--- config.mk ---
export PLATFORM = sky130hd
export DESIGN_NAME = mem_stage
export DESIGN_NICKNAME = d
export VERILOG_FILES = /design/src/rtl/mem_stage.sv
export SDC_FILE = /design/constraint.sdc
export NUM_CORES = 1
export LEC_CHECK = 0
export BUFFER_PORTS_ARGS = -buffer_cell sky130_fd_sc_hd__buf_2
export CORE_MARGIN = 1
export CORE_UTILIZATION = 43
export DETAILED_ROUTE_END_ITERATION = 16
export MAX_ROUTING_LAYER = met4
export PLACE_DENSITY = 0.67
export SLEW_MARGIN = 10
export SYNTH_ARGS = -nofsm -noshare
export SYNTH_HDL_FRONTEND = slang
export SYNTH_SLANG_ARGS = --single-unit
--- constraint.sdc ---
create_clock -name clk -period 5.15 [get_ports clk]
set_input_delay 0.2575 -clock clk [delete_from_list [all_inputs] [get_ports clk]]
set_output_delay 0.2575 -clock clk [all_outputs]
set_load 0.005 [all_outputs]
--- src/rtl/mem_stage.sv ---
// MEM stage of the RV32I pipeline: req/gnt/rvalid data-memory access, load/store lane handling,
// bus timeout, MEM/WB register. Optional misaligned-access trap: MEM_MISALIGN_TRAP_EN.
module mem_stage #(
    parameter int unsigned TIMEOUT_CYCLES = 64
) (
    input  logic        clk,
    input  logic        reset,
    input  logic        ex_valid,
    input  logic [31:0] ex_alu_result,
    input  logic [31:0] ex_rs2_data,
    input  logic [4:0]  ex_rd,
    input  logic        ex_reg_write,
    input  logic        ex_mem_read,
    input  logic        ex_mem_write,
    input  logic        ex_mem_to_reg,
    input  logic [2:0]  ex_funct3,
    output logic        mem_stall,
    output logic        dmem_req,
    output logic        dmem_we,
    output logic [31:0] dmem_addr,
    output logic [31:0] dmem_wdata,
    output logic [3:0]  dmem_be,
    input  logic        dmem_gnt,
    input  logic        dmem_rvalid,
    input  logic [31:0] dmem_rdata,
    output logic        wb_valid,
    output logic [4:0]  wb_rd,
    output logic        wb_reg_write,
    output logic        wb_mem_to_reg,
    output logic [31:0] wb_alu_result,
    output logic [31:0] wb_data,
    output logic        bus_err,
    output logic        misalign_exc
);

    typedef enum logic [1:0] {IDLE, REQ, WAIT} state_t;
    localparam int unsigned CW = $clog2(TIMEOUT_CYCLES);

    state_t        state, state_next;
    logic [CW-1:0] cnt;

    logic          op_we, op_reg_write, op_mem_to_reg;
    logic [31:0]   op_addr, op_wdata;
    logic [3:0]    op_be;
    logic [4:0]    op_rd;
    logic [2:0]    op_funct3;

    logic          memop, misalign, accept, progress, done, timeout, finish;
    logic [3:0]    st_be;
    logic [31:0]   st_wdata;

`ifdef MEM_MISALIGN_TRAP_EN
    logic half_acc, word_acc;
    // Loads and stores decode size differently: funct3 100/101 are byte/half loads but word stores.
    always_comb begin
        half_acc = ex_mem_read ? (ex_funct3[1:0] == 2'b01) : (ex_funct3 == 3'b001);
        word_acc = ex_mem_read ? ex_funct3[1] : (ex_funct3[2:1] != 2'b00);
        misalign = ex_valid && memop &&
                   ((half_acc && ex_alu_result[0]) || (word_acc && (ex_alu_result[1:0] != 2'b00)));
    end
`else
    assign misalign = 1'b0;
`endif

    function automatic logic [31:0] load_ext(input logic [2:0] f3, input logic [1:0] off,
                                             input logic [31:0] rdata);
        logic [7:0]  b;
        logic [15:0] h;
        b = rdata[8*off +: 8];
        h = off[1] ? rdata[31:16] : rdata[15:0];
        case (f3)
            3'b000:  return {{24{b[7]}}, b};
            3'b001:  return {{16{h[15]}}, h};
            3'b100:  return {24'b0, b};
            3'b101:  return {16'b0, h};
            default: return rdata;
        endcase
    endfunction

    always_comb begin
        st_be    = 4'b1111;
        st_wdata = ex_rs2_data;
        case (ex_funct3)
            3'b000: begin
                st_be    = 4'b0001 << ex_alu_result[1:0];
                st_wdata = {4{ex_rs2_data[7:0]}};
            end
            3'b001: begin
                st_be    = ex_alu_result[1] ? 4'b1100 : 4'b0011;
                st_wdata = {2{ex_rs2_data[15:0]}};
            end
            default: ;
        endcase
    end

    always_ff @(posedge clk or posedge reset) begin
        if (reset) begin
            state <= IDLE;
            cnt   <= '0;
        end else begin
            state <= state_next;
            cnt   <= (state_next != state || state == IDLE) ? '0 : cnt + 1'b1;
        end
    end

    always_comb begin
        state_next = state;
        case (state)
            IDLE:    if (accept) state_next = REQ;
            REQ:     if (timeout || done) state_next = IDLE;
                     else if (dmem_gnt) state_next = WAIT;
            WAIT:    if (finish) state_next = IDLE;
            default: state_next = IDLE;
        endcase
    end

    // Abort counts as completion so upstream still advances exactly once per access.
    always_comb begin
        memop     = ex_mem_read || ex_mem_write;
        accept    = (state == IDLE) && ex_valid && memop && !misalign;
        progress  = (state == REQ) ? dmem_gnt : ((state == WAIT) && dmem_rvalid);
        done      = ((state == REQ) && dmem_gnt && (op_we || dmem_rvalid)) ||
                    ((state == WAIT) && dmem_rvalid);
        timeout   = (state != IDLE) && !progress && (cnt == CW'(TIMEOUT_CYCLES - 1));
        finish    = done || timeout;
        mem_stall = accept || ((state != IDLE) && !finish);
    end

    always_ff @(posedge clk or posedge reset) begin
        if (reset) begin
            dmem_req      <= 1'b0;
            op_we         <= 1'b0;
            op_addr       <= '0;
            op_wdata      <= '0;
            op_be         <= '0;
            op_rd         <= '0;
            op_reg_write  <= 1'b0;
            op_mem_to_reg <= 1'b0;
            op_funct3     <= '0;
        end else begin
            dmem_req <= (state_next == REQ);
            if (accept) begin
                op_we         <= ex_mem_write;
                op_addr       <= ex_alu_result;
                op_wdata      <= st_wdata;
                op_be         <= ex_mem_write ? st_be : 4'b0000;
                op_rd         <= ex_rd;
                op_reg_write  <= ex_reg_write;
                op_mem_to_reg <= ex_mem_to_reg;
                op_funct3     <= ex_funct3;
            end
        end
    end

    assign dmem_we    = op_we;
    assign dmem_addr  = {op_addr[31:2], 2'b00};
    assign dmem_wdata = op_wdata;
    assign dmem_be    = op_be;

    always_ff @(posedge clk or posedge reset) begin
        if (reset) begin
            wb_valid      <= 1'b0;
            wb_rd         <= '0;
            wb_reg_write  <= 1'b0;
            wb_mem_to_reg <= 1'b0;
            wb_alu_result <= '0;
            wb_data       <= '0;
            bus_err       <= 1'b0;
            misalign_exc  <= 1'b0;
        end else begin
            wb_valid     <= 1'b0;
            wb_reg_write <= 1'b0;
            wb_data      <= '0;
            bus_err      <= 1'b0;
            misalign_exc <= 1'b0;
            if (state == IDLE) begin
                if (ex_valid && (!memop || misalign)) begin
                    wb_valid      <= 1'b1;
                    wb_rd         <= ex_rd;
                    wb_reg_write  <= ex_reg_write && !misalign;
                    wb_mem_to_reg <= ex_mem_to_reg;
                    wb_alu_result <= ex_alu_result;
                    misalign_exc  <= misalign;
                end
            end else if (finish) begin
                wb_valid      <= 1'b1;
                wb_rd         <= op_rd;
                wb_reg_write  <= op_reg_write && !timeout;
                wb_mem_to_reg <= op_mem_to_reg;
                wb_alu_result <= op_addr;
                wb_data       <= (timeout || op_we) ? '0 : load_ext(op_funct3, op_addr[1:0], dmem_rdata);
                bus_err       <= timeout;
            end
        end
    end

endmodule

======== Word level (Yosys, flattened, before mapping) ========
Index checks and enable logic that the tools add are counted.
W data, S select, Z words.
storage, ports and cells
  flip-flop bits (word level) ............. 161
  bits of input ports ..................... 113
  output and inout bits ................... 145
  logic and storage cells ................. 91
operators by class
  add/sub/neg operators ................... 1
  equality and inequality tests ........... 10
  shifts and indexed selects .............. 2
  muxes and demuxes ....................... 33
  reductions and logical operators ........ 27
operator list
  kind                   number
  $mux W32               6
  $pmux W32 S4           1
  $pmux W32 S2           1
  $shiftx A32 B6 Y8      1
  $mux W16               1
  $mux W5                3
  $mux W1                12
  $logic_and A1 B1 Y1    10
  $mux W2                4
  $mux W4                2
  $pmux W4 S2            1
  $logic_or A1 B1 Y1     7
  $add A6 B1 Y6 const B  1
  $eq A3 B1 Y1 const B   2
  $eq A3 B3 Y1 const B   2
  $eq A6 B6 Y1 const B   1
  $logic_not A3 Y1       2
  $mux W6                1
  $pmux W2 S3            1
  $eq A2 B1 Y1 const B   2
  $logic_not A1 Y1       4
  $reduce_bool A2 Y1     2
  $shl A1 B2 Y4 const A  1
  $eq A2 B2 Y1 const B   1
  4 further kinds        4

======== Longest topological paths before layout ========
  depth in word-level cells ............... 12
  mapped depth ............................ 7
  mapped depth without buffers ............ 5

======== Least setup slack after synthesis ========
Ideal clock, no wire load.
  path type ............................... flip-flop to flip-flop
  from .................................... reg cnt[0]
  to ...................................... reg wb_alu_result[12]
  setup time .............................. 125 ps
  arrival time ............................ 1756 ps
  required time ........................... 5025 ps
  slack ................................... 3269 ps
  stages on the path, launching flop included .. 8
  path buffers ............................ 2
  period minus slack after synthesis ...... 1881 ps
  cells stage by stage .................... dfrtp_1 ha_1 o211ai_1 nor4_2 or3_4 buf_6 buf_6 mux2_4
between the ends
  word-level cells in the longest chain between the ends .. 5
RTL lines
  what                          RTL line  RTL
  start, declared               40        logic [CW-1:0] cnt;
  start signal, assigned        102       cnt <= (state_next != state || state == IDLE) ? '0 : cnt + 1'b1;
  $eq A6 B6 Y1                  124       timeout = (state != IDLE) && !progress && (cnt == CW'(TIMEOUT_CYCLES - 1));
  $logic_and A1 B1 Y1           124
  $logic_or A1 B1 Y1            125       finish = done || timeout;
  $reduce_bool A2 Y1 (no line)  n/a
  $reduce_and A2 Y1 (no line)   n/a
  end signal, assigned          182       wb_alu_result <= ex_alu_result;
  end signal, assigned          190       wb_alu_result <= op_addr;
  end, declared                 30        output logic [31:0] wb_alu_result,
Every way passes these cells.
A chain may end at the register's enable or synchronous reset.

======== Worst setup path in the final report ========
  from .................................... reg op_addr[1]
  to ...................................... reg wb_data[16]
between the ends
  word-level cells in the longest chain between the ends .. 5
  elaborated cells between the ends (all ways) .. 6
  classes of those cells .................. shift (1); mux (5)
RTL lines
  what                                                  RTL line  RTL
  start, declared                                       43        logic [31:0] op_addr, op_wdata;
  start signal, assigned                                144       op_addr <= ex_alu_result;
  $shiftx A32 B6 Y8 / $mux W16 (equally long branches)  69, 70
  $pmux W32 S4 *                                        71        case (f3)
  $mux W32 *                                            191       wb_data <= (timeout || op_we) ? '0 : load_ext(op_funct3, op_addr[1:0], dmem_rdata);
  $mux W32 *                                            185       end else if (finish) begin
  $mux W32 *                                            176       if (state == IDLE) begin
  end signal, assigned                                  191
  end, declared                                         31        output logic [31:0] wb_data,
Every way passes the cells marked *; elsewhere a longest branch is shown, timed or not.

==> results.yml <==
run_status:
  status: "complete, no violations"
detailed_routing:
  num_vias: 5752
  drcViolationCount: 0
  avgViaCountPerCell: 4.967
  ant_nets: 0
  drt_iter0_drc: 318
  wl_per_cell_microns: 16.19
  dr.pass1.iters: 4
  wl_microns: 18740
placement:
  dpl_worst_slack_ns: 2.915
  place_congestion: 0.8375
  io_buffer_count: 254
  dp_hpwl_microns: 13000
synth:
  async_flop_share: 1.000
  synth_edf_count: 0
  yosysSeqAreaShare: 0.5484
  synth.avg_cell_area_sq_um: 10.35
  ys.warnings.count: 0
  synth_area_sq_um: 7347
  synth_ff_type: "dfrtp_1"
  ys_seq_elements: 161
  syn-instance-count: 710
  netlist-cell-type-count: 46
layout:
  nNetsFinal: 1036
  layout_commonest_cell: "buf_2"
  drive_gt1_frac: 0.4064
  area_growth_pct: 25.09
  fillers: 1492
  layout_common_cells: "254 x buf_2, 193 x nand2_1, 161 x dfrtp_1"
cts:
  cts.sinks: 161
  clockBufferDepth: 2
  htreeDepth: 4
  clock_latency_ns: 0.42
  numCtsBuffers: 17
  clk_root_buffer_cell: "clkbuf_16"
  post_cts.repair.setup_buffers: 0
  clk_pin_slew_worst_paths_ns: 0.07
  cts_tree: "done"
timing:
  fin_crit_sh: 0.4396
  relSlewSlack: 0.2830
  drv_slew: 0
  period_minus_slack_ns: 2.264
  final.setup.worst_slack_ns: 2.886
  skew_ns: 0.01098
  rsz0062_at_grt: "false"
  tightest_slew_ns: 1.075
  finalHoldWorstSlack_ns: 0.04094
  setup_tns_ns: 0
  hold_violations: 0
  max_freq_mhz: 441.7
  setup_viol: 0
floorplanning:
  die_w_microns: 132.7
  start_util: 0.4415
  core_sq_um: 16640
  die_y_microns: 132.7
  die_area_sq_um: 17610
  num_rows: 47
  io_pins: 258
flow_run:
  cap_violations: 0
hold_path:
  hold_class: "primary input to flop"
worst_setup_path:
  startpoint_type: "flop"
  regToRegSetupSlack_ns: 2.89
  path_buf_inv: 0
  crit_path_end_kind: "flop"
  critical_path.max_stage_delay_ns: 0.68
  required_ns: 5.39
  arrival_ns: 2.50
  crit_type: "flop to flop"
  crit_slowest_cell: "dfrtp_1"
  worstPathMaxFanout: 20
  crit_family: "compound AO/OA/AOI/OAI gates"
  path_cells: "mux4_2 > nand2_1 > a221o_1 > a21oi_1"
grt:
  grt_use_total: 0.2279
  grt_first_pass_wirelength_microns: 30090
  antenna_found_initial: 3
  grt_pass1_vias: 5593
  grt-ovfl-total: 0
  grt_max_degree: 73
pwr:
  leakage_nw: 4.886
  vdd_drop_max_mv: 0.2413
  pwr_density_cell_nw_per_um2: 583.1
synthesized netlist by cell type (2+ instances only):
cell type	instances	area, sq um
buf_1	4	15.01
a21oi_1	18	90.09
buf_6	2	22.52
nand2b_1	2	12.51
and3_1	2	12.51
or3b_2	2	17.52
mux2_2	68	765.7
xnor2_1	2	17.52
inv_1	28	105.1
a221oi_1	7	61.31
o21a_1	2	15.01
o21ai_0	47	235.2
buf_4	33	247.7
o22ai_1	8	50.05
buf_2	3	15.01
xor2_1	2	17.52
and3b_1	3	26.28
nor2_1	20	75.07
nor3_1	8	40.04
clkbuf_1	29	108.9
mux2_4	9	135.1
nand3_1	3	15.01
a22o_1	5	43.79
dfrtp_1	161	4029
a21o_1	3	22.52
mux2i_1	24	240.2
nor2b_1	3	18.77
o31ai_1	2	15.01
nand2_1	193	724.4
worst paths after layout:
path                                   startpoint                 to  cells after the start
worst max-delay path                   op_addr[1]        wb_data[16]                      4
worst min-delay path            ex_alu_result[11]        op_addr[11]                      3
worst max register to register         op_addr[1]        wb_data[16]                      4
worst min register to register      dmem_wdata[1]      dmem_wdata[1]                      2
max in group asynchronous                   reset      dmem_wdata[0]                      4
min in group asynchronous                   reset  wb_alu_result[22]                      3
worst min-delay path, delay by kind of cell:
kind / cells / cell delay, ns
buffers and inverters: 1 / 0.09
and+or+nand+nor: 2 / 0.08
per-stage QoR:
stage | total power [mW] | cell area (sq um) | utilization | cells
3_3_place_gp | 4.023 | 8558 | 0.5142 | 1122
5_1_grt | 5.719 | 9190 | 0.5522 | 1158
2_1_floorplan | 3.420 | 7355 | - | 712
6_report | 5.359 | 9190 | 0.5522 | 1158
3_5_place_dp | 4.076 | 8558 | 0.5142 | 1122
4_1_cts | 5.407 | 9183 | 0.5518 | 1155
where the power goes:
| part | switching, mW | internal, mW | leakage, nW |
|---|---|---|---|
| Combinational | 0.953 | 0.972 | 2.57 |
| Sequential | 0.344 | 1.77 | 2.04 |
| Clock | 0.525 | 0.790 | 0.281 |
repair_timing:
item,in CTS,in global routing
endpoints found under the hold margin,24,0
hold buffers,1,0
resized for setup,0,0
per-layer routing:
| layer | GRT usage | up-vias | wire length (microns) |
|---|---|---|---|
| met4 | 0.1111 | 0 | 601 |
| li1 | - | 2751 | - |
| met3 | 0.03985 | 36 | 937 |
| met2 | 0.3363 | 214 | 8738 |
| met5 | - | - | 0 |
| met1 | 0.3039 | 2751 | 8465 |
kinds of logic after synthesis:
kind of cell	Yosys count	share of synthesized area
xor+xnor	4	0.004769
simple gates	245	0.1383
buf+inv	99	0.06999
other cells	1	0.0005104
mux	102	0.1584
compound gates	97	0.07800
flops	161	0.5484
fa+ha+maj	1	0.001703
area by class of cell:
type	instances	area [sq um]	area share
tap	220	275.3	0.02995
antenna	3	7.507	0.0008169
timing repair buffer	262	1334	0.1451
inverter	28	110.1	0.01198
multi-input combinational	452	2820	0.3069
clock inverter	12	157.7	0.01715
clock buffer	20	456.7	0.04969
sequential	161	4029	0.4384
No activity file was read; power rests on OpenSTA's default activity.
